--- src/rtl/add_sub_pkg.sv ---
// ---------------------------------------------------------------------------
// add_sub_pkg
// Shared definitions for the sequential add/subtract/compare unit.
//   state_e   : controller states (IDLE / CALC / DONE)
//   cnt_width : width of a counter able to index n slices (at least 1 bit)
// ---------------------------------------------------------------------------
package add_sub_pkg;

    typedef enum logic [1:0] {
        IDLE = 2'd0,
        CALC = 2'd1,
        DONE = 2'd2
    } state_e;

    function automatic int cnt_width(input int n);
        return (n > 1) ? $clog2(n) : 1;
    endfunction

endpackage

--- src/rtl/add_slice.sv ---
// ---------------------------------------------------------------------------
// add_slice
// One W-bit ripple slice of the sequential adder.
//   a_i, b_i : slice operands (b_i is already inverted when subtracting)
//   cin_i    : carry into the slice
//   sum_o    : slice sum bits
//   cout_o   : carry out of the slice
//   zero_o   : high when all sum bits are zero
// ---------------------------------------------------------------------------
module add_slice #(
    parameter int W = 8
) (
    input  logic [W-1:0] a_i,
    input  logic [W-1:0] b_i,
    input  logic         cin_i,
    output logic [W-1:0] sum_o,
    output logic         cout_o,
    output logic         zero_o
);

    assign {cout_o, sum_o} = {1'b0, a_i} + {1'b0, b_i} + {{W{1'b0}}, cin_i};
    assign zero_o          = (sum_o == '0);

endmodule

--- src/rtl/add_sub_comp_seq.sv ---
// ---------------------------------------------------------------------------
// add_sub_comp_seq
// Sequential add / subtract / compare unit. The (DATA_W+1)-bit operation is
// performed SLICE_W bits per clock, LSB slice first, using a single reused
// add_slice instance. Results are published together on the completing edge.
//
// Ports
//   clk_i, rst_ni           : clock (rising edge), async active-low reset
//   in_valid_i / in_ready_o : request handshake
//   oprand_a_i, oprand_b_i  : operands
//   sub_sel_i               : 1 = A-B, 0 = A+B
//   unsigned_sel_i          : 1 = unsigned operands, 0 = two's complement
//   out_valid_o/out_ready_i : response handshake
//   result_o                : low DATA_W bits of the result
//   less_o                  : sign (extension) bit of the extended result
//   equal_o                 : whole extended result is zero
//   state_o                 : controller state, for observation
//   overflow_o              : only when ADD_SUB_COMP_SEQ_OVF_EN is defined
//
// Handshake: a transfer happens on a rising edge where valid and ready are
// both high; valid, once raised, holds with its payload stable until that
// edge; ready may depend combinationally on the partner's signals.
// ---------------------------------------------------------------------------
module add_sub_comp_seq
    import add_sub_pkg::*;
#(
    parameter int DATA_W  = 32,
    parameter int SLICE_W = 8
) (
    input  logic              clk_i,
    input  logic              rst_ni,
    input  logic              in_valid_i,
    output logic              in_ready_o,
    input  logic [DATA_W-1:0] oprand_a_i,
    input  logic [DATA_W-1:0] oprand_b_i,
    input  logic              sub_sel_i,
    input  logic              unsigned_sel_i,
    output logic              out_valid_o,
    input  logic              out_ready_i,
    output logic [DATA_W-1:0] result_o,
    output logic              less_o,
    output logic              equal_o,
    output logic [1:0]        state_o
`ifdef ADD_SUB_COMP_SEQ_OVF_EN
    ,
    output logic              overflow_o
`endif
);

    localparam int NSLICE = DATA_W / SLICE_W;
    localparam int CNT_W  = cnt_width(NSLICE);
    localparam logic [CNT_W-1:0] LAST_CNT = CNT_W'(NSLICE - 1);

    generate
        if ((SLICE_W <= 0) || ((DATA_W % SLICE_W) != 0)) begin : g_bad_cfg
            $error("add_sub_comp_seq: DATA_W must be a multiple of SLICE_W");
        end
    endgenerate

    state_e              state_q, state_d;
    logic [DATA_W-1:0]   a_q, a_d;
    logic [DATA_W-1:0]   b_q, b_d;
    logic                sub_q, sub_d;
    logic                uns_q, uns_d;
    logic [CNT_W-1:0]    cnt_q, cnt_d;
    logic                carry_q, carry_d;
    logic                zero_q, zero_d;
    logic [DATA_W-1:0]   acc_q, acc_d;      // partial sums, hidden until done
    logic [DATA_W-1:0]   result_q, result_d;
    logic                less_q, less_d;
    logic                equal_q, equal_d;
`ifdef ADD_SUB_COMP_SEQ_OVF_EN
    logic                ovf_q, ovf_d;
`endif

    logic                accept;
    logic                last_slice;
    int                  base;
    logic [SLICE_W-1:0]  sl_a, sl_b, sl_sum;
    logic                sl_cout, sl_zero;
    logic                ext_a, ext_b, ext_bit;

    // Output process of the controller
    assign in_ready_o  = (state_q == IDLE) || ((state_q == DONE) && out_ready_i);
    assign out_valid_o = (state_q == DONE);
    assign state_o     = state_q;
    assign accept      = in_valid_i && in_ready_o;
    assign last_slice  = (state_q == CALC) && (cnt_q == LAST_CNT);

    // Slice operand selection; B is inverted for subtraction (carry-in = 1)
    always_comb begin
        base = int'(cnt_q) * SLICE_W;
        sl_a = a_q[base +: SLICE_W];
        sl_b = b_q[base +: SLICE_W] ^ {SLICE_W{sub_q}};
    end

    add_slice #(.W(SLICE_W)) u_slice (
        .a_i    (sl_a),
        .b_i    (sl_b),
        .cin_i  (carry_q),
        .sum_o  (sl_sum),
        .cout_o (sl_cout),
        .zero_o (sl_zero)
    );

    // Bit DATA_W of the extended add: extension of A, extension of B'
    // (inverted when subtracting) and the carry out of the top slice.
    assign ext_a   = ~uns_q & a_q[DATA_W-1];
    assign ext_b   = (~uns_q & b_q[DATA_W-1]) ^ sub_q;
    assign ext_bit = ext_a ^ ext_b ^ sl_cout;

    // Next-state process
    always_comb begin
        state_d = state_q;
        unique case (state_q)
            IDLE: if (accept) state_d = CALC;
            CALC: if (last_slice) state_d = DONE;
            DONE: if (out_ready_i) state_d = in_valid_i ? CALC : IDLE;
            default: state_d = IDLE;
        endcase
    end

    // Datapath next values
    always_comb begin
        a_d      = a_q;
        b_d      = b_q;
        sub_d    = sub_q;
        uns_d    = uns_q;
        cnt_d    = cnt_q;
        carry_d  = carry_q;
        zero_d   = zero_q;
        acc_d    = acc_q;
        result_d = result_q;
        less_d   = less_q;
        equal_d  = equal_q;
`ifdef ADD_SUB_COMP_SEQ_OVF_EN
        ovf_d    = ovf_q;
`endif
        if (accept) begin
            a_d     = oprand_a_i;
            b_d     = oprand_b_i;
            sub_d   = sub_sel_i;
            uns_d   = unsigned_sel_i;
            cnt_d   = '0;
            carry_d = sub_sel_i;
            zero_d  = 1'b1;
        end else if (state_q == CALC) begin
            acc_d[base +: SLICE_W] = sl_sum;
            carry_d = sl_cout;
            zero_d  = zero_q & sl_zero;
            cnt_d   = cnt_q + 1'b1;
            if (last_slice) begin
                cnt_d    = '0;
                result_d = acc_d;
                less_d   = ext_bit;
                equal_d  = zero_q & sl_zero & ~ext_bit;
`ifdef ADD_SUB_COMP_SEQ_OVF_EN
                // Signed: sign of true result differs from result MSB.
                // Unsigned: carry-out on add, borrow on subtract.
                ovf_d    = uns_q ? ext_bit : (ext_bit ^ sl_sum[SLICE_W-1]);
`endif
            end
        end
    end

    // State register and datapath registers
    always_ff @(posedge clk_i or negedge rst_ni) begin
        if (!rst_ni) begin
            state_q  <= IDLE;
            a_q      <= '0;
            b_q      <= '0;
            sub_q    <= 1'b0;
            uns_q    <= 1'b0;
            cnt_q    <= '0;
            carry_q  <= 1'b0;
            zero_q   <= 1'b0;
            acc_q    <= '0;
            result_q <= '0;
            less_q   <= 1'b0;
            equal_q  <= 1'b0;
`ifdef ADD_SUB_COMP_SEQ_OVF_EN
            ovf_q    <= 1'b0;
`endif
        end else begin
            state_q  <= state_d;
            a_q      <= a_d;
            b_q      <= b_d;
            sub_q    <= sub_d;
            uns_q    <= uns_d;
            cnt_q    <= cnt_d;
            carry_q  <= carry_d;
            zero_q   <= zero_d;
            acc_q    <= acc_d;
            result_q <= result_d;
            less_q   <= less_d;
            equal_q  <= equal_d;
`ifdef ADD_SUB_COMP_SEQ_OVF_EN
            ovf_q    <= ovf_d;
`endif
        end
    end

    assign result_o = result_q;
    assign less_o   = less_q;
    assign equal_o  = equal_q;
`ifdef ADD_SUB_COMP_SEQ_OVF_EN
    assign overflow_o = ovf_q;
`endif

endmodule

--- config.mk ---
export PLATFORM = sky130hd
export DESIGN_NAME = add_sub_comp_seq
export DESIGN_NICKNAME = d
export VERILOG_FILES = /design/src/rtl/add_sub_pkg.sv /design/src/rtl/add_slice.sv /design/src/rtl/add_sub_comp_seq.sv
export SDC_FILE = /design/constraint.sdc
export NUM_CORES = 1
export LEC_CHECK = 0
export CAP_MARGIN = 25
export CORE_ASPECT_RATIO = 1.1
export CORE_MARGIN = 4
export CORE_UTILIZATION = 30
export DETAILED_ROUTE_END_ITERATION = 16
export HOLD_SLACK_MARGIN = 0.15
export PLACE_DENSITY = 0.6
export SYNTH_ARGS = -nofsm -noshare
export SYNTH_HDL_FRONTEND = slang
export SYNTH_SLANG_ARGS = --single-unit
--- constraint.sdc ---
create_clock -name clk_i -period 3.98 [get_ports clk_i]
set_input_delay 0.796 -clock clk_i [delete_from_list [all_inputs] [get_ports clk_i]]
set_output_delay 0.796 -clock clk_i [all_outputs]
set_load 0.01 [all_outputs]
Word-level counts from Yosys, hierarchy flattened
Index checks and enable logic that the tools add are counted.
{"block": "op_classes", "add_sub_neg": 4, "n_mul": 0, "div": 0, "order_cmp": 0, "n_eq_ne": 6, "shift": 4, "n_mux": 13, "n_bitwise": 11, "n_reduce_logical": 10}
{"op": "$shiftx A32 B6 Y8", "n": 2}
{"op": "$neg A5 Y33", "n": 1}
{"op": "$shift A8 B33 Y32 const A", "n": 1}
{"op": "$shiftx A8 B33 Y32", "n": 1}
{"op": "$bwmux W32", "n": 1}
{"op": "$mux W2", "n": 6}
{"op": "$add A8 B8 Y9", "n": 1}
{"op": "$add A9 B1 Y9", "n": 1}
{"op": "$logic_not A8 Y1", "n": 1}
{"op": "$xor A8 B8 Y8", "n": 1}
{"op": "$pmux W2 S3", "n": 1}
{"op": "$reduce_and A3 Y1", "n": 2}
{"op": "$mux W1", "n": 5}
{"op": "$and A1 B1 Y1", "n": 4}
{"op": "$eq A2 B2 Y1 const B", "n": 2}
{"op": "$ne A2 B2 Y1 const B", "n": 2}
{"op": "$logic_and A1 B1 Y1", "n": 3}
{"op": "$not A1 Y1", "n": 3}
{"op": "$xor A1 B1 Y1", "n": 3}
{"op": "$add A2 B1 Y2 const B", "n": 1}
{"op": "$eq A2 B1 Y1 const B", "n": 1}
{"op": "$logic_not A2 Y1", "n": 1}
{"op": "$ne A2 B1 Y1 const B", "n": 1}
{"op": "$reduce_and A2 Y1", "n": 1}
{"op": "other kinds (2)", "n": 2}
{"block": "word_totals", "ff_bits": 138, "latchBits": 0, "ramBits": 0, "romBits": 0, "inputBits": 70, "output_inout_bits": 38, "elab_cells": 60, "memories": 0}

Depth between registers and ports, before layout
Gate-level depths: netlist of the first run.
{"block": "logic_depth", "word_depth": 8, "ltp_mapped": 12, "ltp_nobuf": 10}

Cells and area by module
Synthesis of the first run repeated with hierarchy kept, for this count alone.
{"block": "hier_totals", "hier_cells": 498, "hier_area_um2": 6218.5}
{"mod": "add_sub_comp_seq", "n_inst": 1, "cells_per_inst": 451, "area_each_um2": 5848.1, "seq_area_each_um2": 3253.1}
{"mod": "add_slice", "n_inst": 1, "cells_per_inst": 47, "area_each_um2": 370.4, "seq_area_each_um2": 0.0}

Least setup slack after synthesis of the first run
OpenSTA, ideal clock, no wires.
{"block": "synth_timing", "path_type": "register to register", "from": "register cnt_q[0]", "to": "register equal_q, in the netlist equal_o", "setup_time_ns": 0.104, "arrival_ns": 3.290, "required_time_ns": 3.876, "path_slack_ns": 0.586, "stages_incl_launch_ff": 12, "path_buffers": 1, "period_less_slack_ns": 3.394, "path_cell_list": "dfrtp_1 -> buf_2 -> mux4_2 -> xnor2_1 -> fa_1 -> fa_1 -> nand2b_1 -> a21oi_1 -> xor2_1 -> nor3_1 -> nand4_2 -> o41ai_2"}
{"block": "synth_via", "elab_chain_len": 7, "elab_cells_between_ends": 13, "classes_between": "add/sub (2); eq/ne (1); shift (2); bitwise (5); reduce/logical (3)"}
{"item": "start, declared", "line": "add_sub_comp_seq.sv:65", "rtl": "logic [CNT_W-1:0] cnt_q, cnt_d;"}
{"item": "start signal, assigned", "line": "add_sub_comp_seq.sv:190", "rtl": "cnt_q <= cnt_d;"}
{"item": "$shiftx A32 B6 Y8", "line": "add_sub_comp_seq.sv:94", "rtl": "sl_b = b_q[base +: SLICE_W] ^ {SLICE_W{sub_q}};"}
{"item": "$xor A8 B8 Y8", "line": "add_sub_comp_seq.sv:94"}
{"item": "$add A8 B8 Y9", "line": "add_slice.sv:21", "rtl": "assign {cout_o, sum_o} = {1'b0, a_i} + {1'b0, b_i} + {{W{1'b0}}, cin_i};"}
{"item": "$add A9 B1 Y9", "line": "add_slice.sv:21"}
{"item": "$logic_not A8 Y1 or $xor A1 B1 Y1 (tied branches)", "line": "add_slice.sv:22, add_sub_comp_seq.sv:110"}
{"item": "$and A1 B1 Y1 or $not A1 Y1 (tied branches)", "line": "add_sub_comp_seq.sv:156", "rtl": "equal_d = zero_q & sl_zero & ~ext_bit;"}
{"item": "$and A1 B1 Y1", "line": "add_sub_comp_seq.sv:156"}
{"item": "end signal, assigned", "line": "add_sub_comp_seq.sv:196", "rtl": "equal_q <= equal_d;"}
{"item": "end, declared", "line": "add_sub_comp_seq.sv:71", "rtl": "logic equal_q, equal_d;"}
Several ways; a longest one is shown, not always the timed one.
A chain may end at the register's enable or synchronous reset.

Final worst setup path of the first run
Same ends and word-level chain as after synthesis.

==> PnR_summary.wiki, run 1 <==
{| class="wikitable"
! Metric !! Value
|-
| Outcome || finished clean
|-
| Violation count after the first detailed-routing iteration || 280
|-
| Wire length of the first global-routing pass || 25.4 mm
|-
| Peak fanout along the critical path || 23
|-
| Post-route antenna net violation count || 0
|-
| Final setup slack of the worst path || 0.532 ns
|-
| Relative slew slack || 49.0%
|-
| Static Leak || 3.73 nW
|-
| EDFF count, synth || 0
|-
| Hold Vio Cnt, Final || 0
|-
| Post-synthesis instance area || 0.00607 mm²
|-
| Number of global-route vias before repair || 4873
|-
| Total number of yosys warnings || 0
|-
| Commonest register cell after synthesis || sky130_fd_sc_hd__dfrtp_1
|-
| Layout cells sized above 1 || 9.89%
|-
| H-tree depth reported by CTS || 4
|-
| CTS tree || yes
|-
| Number of unique standard cell types used by synthesis || 48
|-
| Number of standard-cell rows in the floorplan || 54
|-
| Number of nets in the layout || 820
|-
| Chip Height || 157 µm
|-
| Unrepaired setup endpoints after global routing || false
|-
| Aggregate global-route resource usage || 14.4%
|-
| Switching Power || 3.65 mW
|-
| Post-DP Area || 0.00744 mm²
|-
| Per-instance average area after synthesis || 9.63 µm²
|-
| Clock-pin slew of the registers on the worst-case setup and hold paths || 0.06 ns
|-
| Maximum clock rate || 290 MHz
|-
| Net count after synthesis || 714
|-
| Clock insertion delay at the later pin of the skew report || 0.42 ns
|-
| Crit Path Category || register to register
|-
| Total congestion overflow after global routing || 0
|-
| Most frequent standard cell in the layout excluding fill and tap cells || sky130_fd_sc_hd__nand2_1
|-
| Setup Slack @ Placement || 0.511 ns
|-
| Area of all placed cells without fillers || 0.00808 mm²
|-
| Leading cell types in the layout, fill and taps excluded || sky130_fd_sc_hd__nand2_1, sky130_fd_sc_hd__dfrtp_1, sky130_fd_sc_hd__clkdlybuf4s50_1
|-
| CTS sink count || 130
|-
| Final cycle utilization of the critical path || 86.6%
|-
| Endpoint required time on the critical path || 4.29 ns
|-
| Count of placed standard cells including taps || 969
|-
| Total of flip-flops plus latches after synthesis || 130
|-
| Startpoint class of the critical path || register
|-
| Core ar. || 0.0199 mm²
|-
| Maximum clock path buffer count || 2
|-
| Critical Path Sink Type || register
|-
| Antenna diode instance count || 0
|-
| Starting utilization of the core area || 30.5%
|-
| Worst endpoint data arrival time || 3.76 ns
|-
| Total of max-cap violations || 0
|-
| Slew at the pin closest to its max-slew limit || 0.759 ns
|-
| Power density cells || 1070 mW/mm²
|-
| Worst voltage drop across the vdd grid || 0.665 mV
|-
| Hpwl dp || 11.1 mm
|-
| Top area cells in the synthesized netlist || sky130_fd_sc_hd__dfrtp_1, sky130_fd_sc_hd__nand2_1, sky130_fd_sc_hd__mux4_2, sky130_fd_sc_hd__o21ai_0, sky130_fd_sc_hd__ha_1
|-
| Worst min-delay path category || input pin to asynchronous set/reset pin
|-
| Combinational power share || 55.3%
|-
| R2R cell count || 12
|-
| Pin count of the biggest net entering global routing || 61
|-
| Total of endpoints with negative setup slack in the final report || 0
|-
| Dominant cell type by area after synthesis || sky130_fd_sc_hd__dfrtp_1
|-
| Switching power as a share of total power || 42.2%
|-
| Layout Area Growth over Synthesis || 33.2%
|-
| Routed length per instance || 15.3 µm
|-
| Die width || 144 µm
|-
| Post-detailed-routing wire length || 15.3 mm
|-
| Via count || 4680
|-
| Fin. max-slew vios || 0
|-
| Clock network fraction of design power || 19.7%
|-
| Initial antenna violation count || 0
|-
| Share of the synthesized area in the top cell type || 53.6%
|-
| Sequential area share after synthesis || 53.6%
|-
| Minimum clock period || 3.45 ns
|-
| Die ar. || 0.0226 mm²
|-
| Flop pwr share || 25.1%
|-
| Gp weighted congestion || 0.787
|-
| # hold bufs at CTS || 0
|-
| Slack of the worst reg-to-reg path || 0.53 ns
|-
| # IOs || 108
|-
| TritonRoute pass-1 iters || 4
|-
| Number of standard cells in the final layout excluding fillers || 1000
|-
| TritonCTS buffer count || 17
|-
| Number of standard cells after synthesis || 630
|-
| Fin util || 40.7%
|-
| Launch point of the worst reg-to-reg path || cnt_q[0]
|-
| Skew final || 0.00727 ns
|-
| Setup Fix Bufs, Post-CTS || 0
|-
| PortBufs || 107
|-
| Resized cells post-CTS || 0
|-
| Post-detailed-route DRC marker count || 0
|-
| Proportion of register bits with asynchronous set or reset after synthesis || 100%
|-
| Internal power contribution || 5.00 mW
|-
| Setup TNS Final || 0 ns
|-
| Root Buffer || sky130_fd_sc_hd__clkbuf_16
|-
| Per-cell via count in the routed design || 4.68
|-
| Reg-to-reg critical path endpoint || equal_o
|}
==> stage by stage <==
stage	power, mW	hold WS [ns]
after floorplan	5.37	0.440
after global placement	6.92	0.454
after detailed placement	7.00	0.457
after CTS	8.73	0.461
after global routing	9.38	0.487
final	8.65	0.443
==> critical path: stages, from the launching register on <==
cell                       delay (ns)
sky130_fd_sc_hd__dfrtp_1         0.36
sky130_fd_sc_hd__buf_4           0.38
sky130_fd_sc_hd__mux4_2          0.56
sky130_fd_sc_hd__xnor2_1         0.21
sky130_fd_sc_hd__inv_1           0.09
sky130_fd_sc_hd__fa_1            0.42
sky130_fd_sc_hd__nand2b_1        0.19
sky130_fd_sc_hd__a21oi_1         0.16
sky130_fd_sc_hd__xor2_1          0.09
sky130_fd_sc_hd__buf_4           0.17
sky130_fd_sc_hd__nor3_1          0.25
sky130_fd_sc_hd__nand4_2         0.15
sky130_fd_sc_hd__o41ai_2         0.29
==> registers in the layout (all words and copies together), names as in the netlist <==
name,cells
result_o,32
equal_o,1
uns_q,1
cnt_q,2
zero_q,1
less_o,1
acc_q,24
b_q,32
state_o,2
carry_q,1
a_q,32
sub_q,1
==> kinds of logic after synthesis <==
family                   share of synthesized area, %
AO/OA/AOI/OAI                                    11.2
XOR/XNOR                                         2.31
adder cells (fa/ha/maj)                          3.13
buffers and inverters                            3.20
flip-flops                                       53.6
multiplexers                                     6.87
AND/OR/NAND/NOR                                  19.7
==> power groups by stage <==
stage          logic, mW  clock network [mW]  registers [mW]
2_1_floorplan       3.21                   0            2.16
3_3_place_gp        4.74                   0            2.18
3_5_place_dp        4.80                   0            2.20
4_1_cts             4.82                1.73            2.17
5_1_grt             5.35                1.79            2.24
6_report            4.78                1.70            2.17
==> worst max path at each step <==
stage                         from       to  slack, ns  cells after the start
after floorplan           cnt_q[0]  equal_o       0.59                     11
after global placement    cnt_q[0]  equal_o       0.56                     12
after detailed placement  cnt_q[0]  equal_o       0.51                     12
after CTS                 cnt_q[0]  equal_o       0.49                     12
after global routing      cnt_q[0]  equal_o       0.28                     12
final                     cnt_q[0]  equal_o       0.53                     12
==> synthesized netlist by cell type (all sizes together), types with 9 or more instances <==
master and n:
a21oi 23, a221oi 9, clkbuf 26, dfrtp 130, ha 12, inv 12
mux4 16, nand2 249, nor2 32, o21ai 37, xnor2 12
==> layer usage <==
layer  GRT usage [%]  part of all wire, %  up-vias
li1                -                    -     2315
met1            18.9                   46     2238
met2            23.4                   48      108
met3            3.80                  4.6       19
met4            4.26                  1.5        0
met5               0                    0        -
==> final cells by class <==
type,count,area [µm²]
multi-input combinational,452,2630
clock buffer,22,464
timing repair buffer,120,1190
inverter,15,56.3
fill,2008,11800
sequential,130,3250
tap,252,315
clock inverter,9,179
Power figures use the tool's default switching activity.
==> run 2: changes to the inputs <==
Settings changed: CORE_MARGIN 4 to 2, SKIP_LAST_GASP set to 1.
==> PnR_summary.wiki, run 2 (synthesis results as in run 1) <==
{| class="wikitable"
! Metric !! Value
|-
| Slew at the pin closest to its max-slew limit || 0.692 ns
|-
| Die ar. || 0.0214 mm²
|-
| Gp weighted congestion || 0.763
|-
| Crit Path Category || register to register
|-
| Static Leak || 3.70 nW
|-
| Worst endpoint data arrival time || 3.66 ns
|-
| TritonRoute pass-1 iters || 4
|-
| PortBufs || 107
|-
| Wire length of the first global-routing pass || 24.6 mm
|-
| Setup TNS Final || 0 ns
|-
| Clock insertion delay at the later pin of the skew report || 0.41 ns
|-
| Family of cells with the greatest summed delay on the critical path || compound AO/OA/AOI/OAI gates
|-
| # hold bufs at CTS || 0
|-
| Worst voltage drop across the vdd grid || 0.694 mV
|-
| Number of global-route vias before repair || 4688
|-
| Critical Path Sink Type || register
|-
| Hpwl dp || 11.0 mm
|-
| Unrepaired setup endpoints after global routing || false
|-
| Final cycle utilization of the critical path || 84.1%
|-
| Chip Height || 153 µm
|-
| Hold Vio Cnt, Final || 0
|-
| Core ar. || 0.0199 mm²
|-
| Count of placed standard cells including taps || 970
|-
| Pin count of the biggest net entering global routing || 90
|-
| Total of endpoints with negative setup slack in the final report || 0
|-
| Layout cells sized above 1 || 9.89%
|-
| Most frequent standard cell in the layout excluding fill and tap cells || sky130_fd_sc_hd__nand2_1
|-
| Post-detailed-routing wire length || 15.2 mm
|-
| Resized cells post-CTS || 0
|-
| TritonCTS buffer count || 17
|-
| Outcome || finished clean
|-
| Number of standard-cell rows in the floorplan || 54
|-
| WL met1 || 7.03 mm
|-
| Routed length per instance || 15.2 µm
|-
| CP Cell Sequence || buf_4, buf_4, mux4_2, xnor2_1, ha_1, a21o_1, a31o_4, a211oi_4, nand4_2, o41ai_2
|-
| Aggregate global-route resource usage || 14.6%
|-
| Worst min-delay path category || input pin to asynchronous set/reset pin
|-
| Maximum clock rate || 299 MHz
|-
| Clock-pin slew of the registers on the worst-case setup and hold paths || 0.05 ns
|-
| WP buf/inv || 2
|-
| Fin. max-slew vios || 0
|-
| Per-cell via count in the routed design || 4.65
|-
| Met2 Wirelength || 7.32 mm
|-
| Most prevalent standard cell on the critical path || sky130_fd_sc_hd__buf_4
|-
| Antenna diode instance count || 0
|-
| Post-detailed-route DRC marker count || 0
|-
| Total of max-cap violations || 0
|-
| Post-route antenna net violation count || 0
|-
| Startpoint class of the critical path || register
|-
| CTS sink count || 130
|-
| Skew final || 0.00790 ns
|-
| Endpoint required time on the critical path || 4.29 ns
|-
| Total congestion overflow after global routing || 0
|-
| Setup Fix Bufs, Post-CTS || 0
|-
| Relative slew slack || 53.9%
|-
| Number of nets in the layout || 821
|-
| # IOs || 108
|-
| Peak fanout along the critical path || 10
|-
| Final hold slack || 0.365 ns
|-
| Die width || 140 µm
|-
| Highest metal layer with signal wires || met4
|-
| H-tree depth reported by CTS || 4
|-
| Maximum clock path buffer count || 2
|-
| Minimum clock period || 3.35 ns
|-
| Starting utilization of the core area || 30.5%
|-
| Met3 WL post-DR || 627 µm
|-
| Initial antenna violation count || 0
|-
| Via count || 4649
|-
| Sum of internal, switching and leakage power || 8.38 mW
|-
| Critical Path Slowest Stage Cell || sky130_fd_sc_hd__mux4_2
|-
| Leading cell types in the layout, fill and taps excluded || sky130_fd_sc_hd__nand2_1, sky130_fd_sc_hd__dfrtp_1, sky130_fd_sc_hd__clkdlybuf4s50_1
|-
| Violation count after the first detailed-routing iteration || 225
|-
| Root Buffer || sky130_fd_sc_hd__clkbuf_16
|-
| Layout Area Growth over Synthesis || 31.6%
|-
| CTS tree || yes
|-
| Max incr delay on CP || 0.52 ns
|-
| Power density cells || 1050 mW/mm²
|-
| Number of standard cells in the final layout excluding fillers || 1000
|}
-- run 2: cell types whose count changed in the layout (fill, tap and decap cells not counted), sizes merged --
cell	previous run	this run
buf	14	15
bufinv	5	0
clkbuf	22	27
clkinv	5	4
-- run 2: power breakdown --
part	total [mW]	switching, mW	internal, mW	leakage (nW)
registers	2.18	0.316	1.86	1.67
clock network	1.45	0.549	0.905	0.268
logic	4.75	2.76	1.99	1.76
-- run 2: routing by layer --
| layer | up-vias | track usage [%] |
|---|---|---|
| li1 | 2314 | - |
| met1 | 2215 | 19.3 |
| met2 | 109 | 24.0 |
| met3 | 11 | 3.38 |
| met4 | 0 | 4.19 |
| met5 | - | 0 |
-- run 2: final timing paths --
path / startpoint / to / slack (ns) / cells after the start
setup / recovery: cnt_q[0] / equal_o / 0.63 / 10
hold / removal: rst_ni / result_o[9] / 0.37 / 1
setup reg to reg: cnt_q[0] / equal_o / 0.63 / 10
hold reg to reg: a_q[5] / a_q[5] / 0.47 / 2
max in group asynchronous: rst_ni / b_q[9] / 2.73 / 2
min in group clk_i: a_q[5] / a_q[5] / 0.47 / 2
-- run 2: final cells by class --
type                            instances  area, µm²
Clock inverter                          3       20.0
Tap cell                              252        315
Inverter                               15       56.3
Sequential cell                       130       3250
Multi-Input combinational cell        452       2630
Fill cell                            2031      11900
Timing Repair Buffer                  121       1190
Clock buffer                           27        533
-- run 2: through the flow --
step | setup slack (ns) | util [%] | cell area [µm²]
after floorplan | 0.586 | - | 6070
after global placement | 0.704 | 37.4 | 7440
after detailed placement | 0.615 | 37.4 | 7440
after CTS | 0.613 | 40.2 | 7990
after global routing | 0.452 | 40.2 | 7990
final | 0.633 | 40.2 | 7990
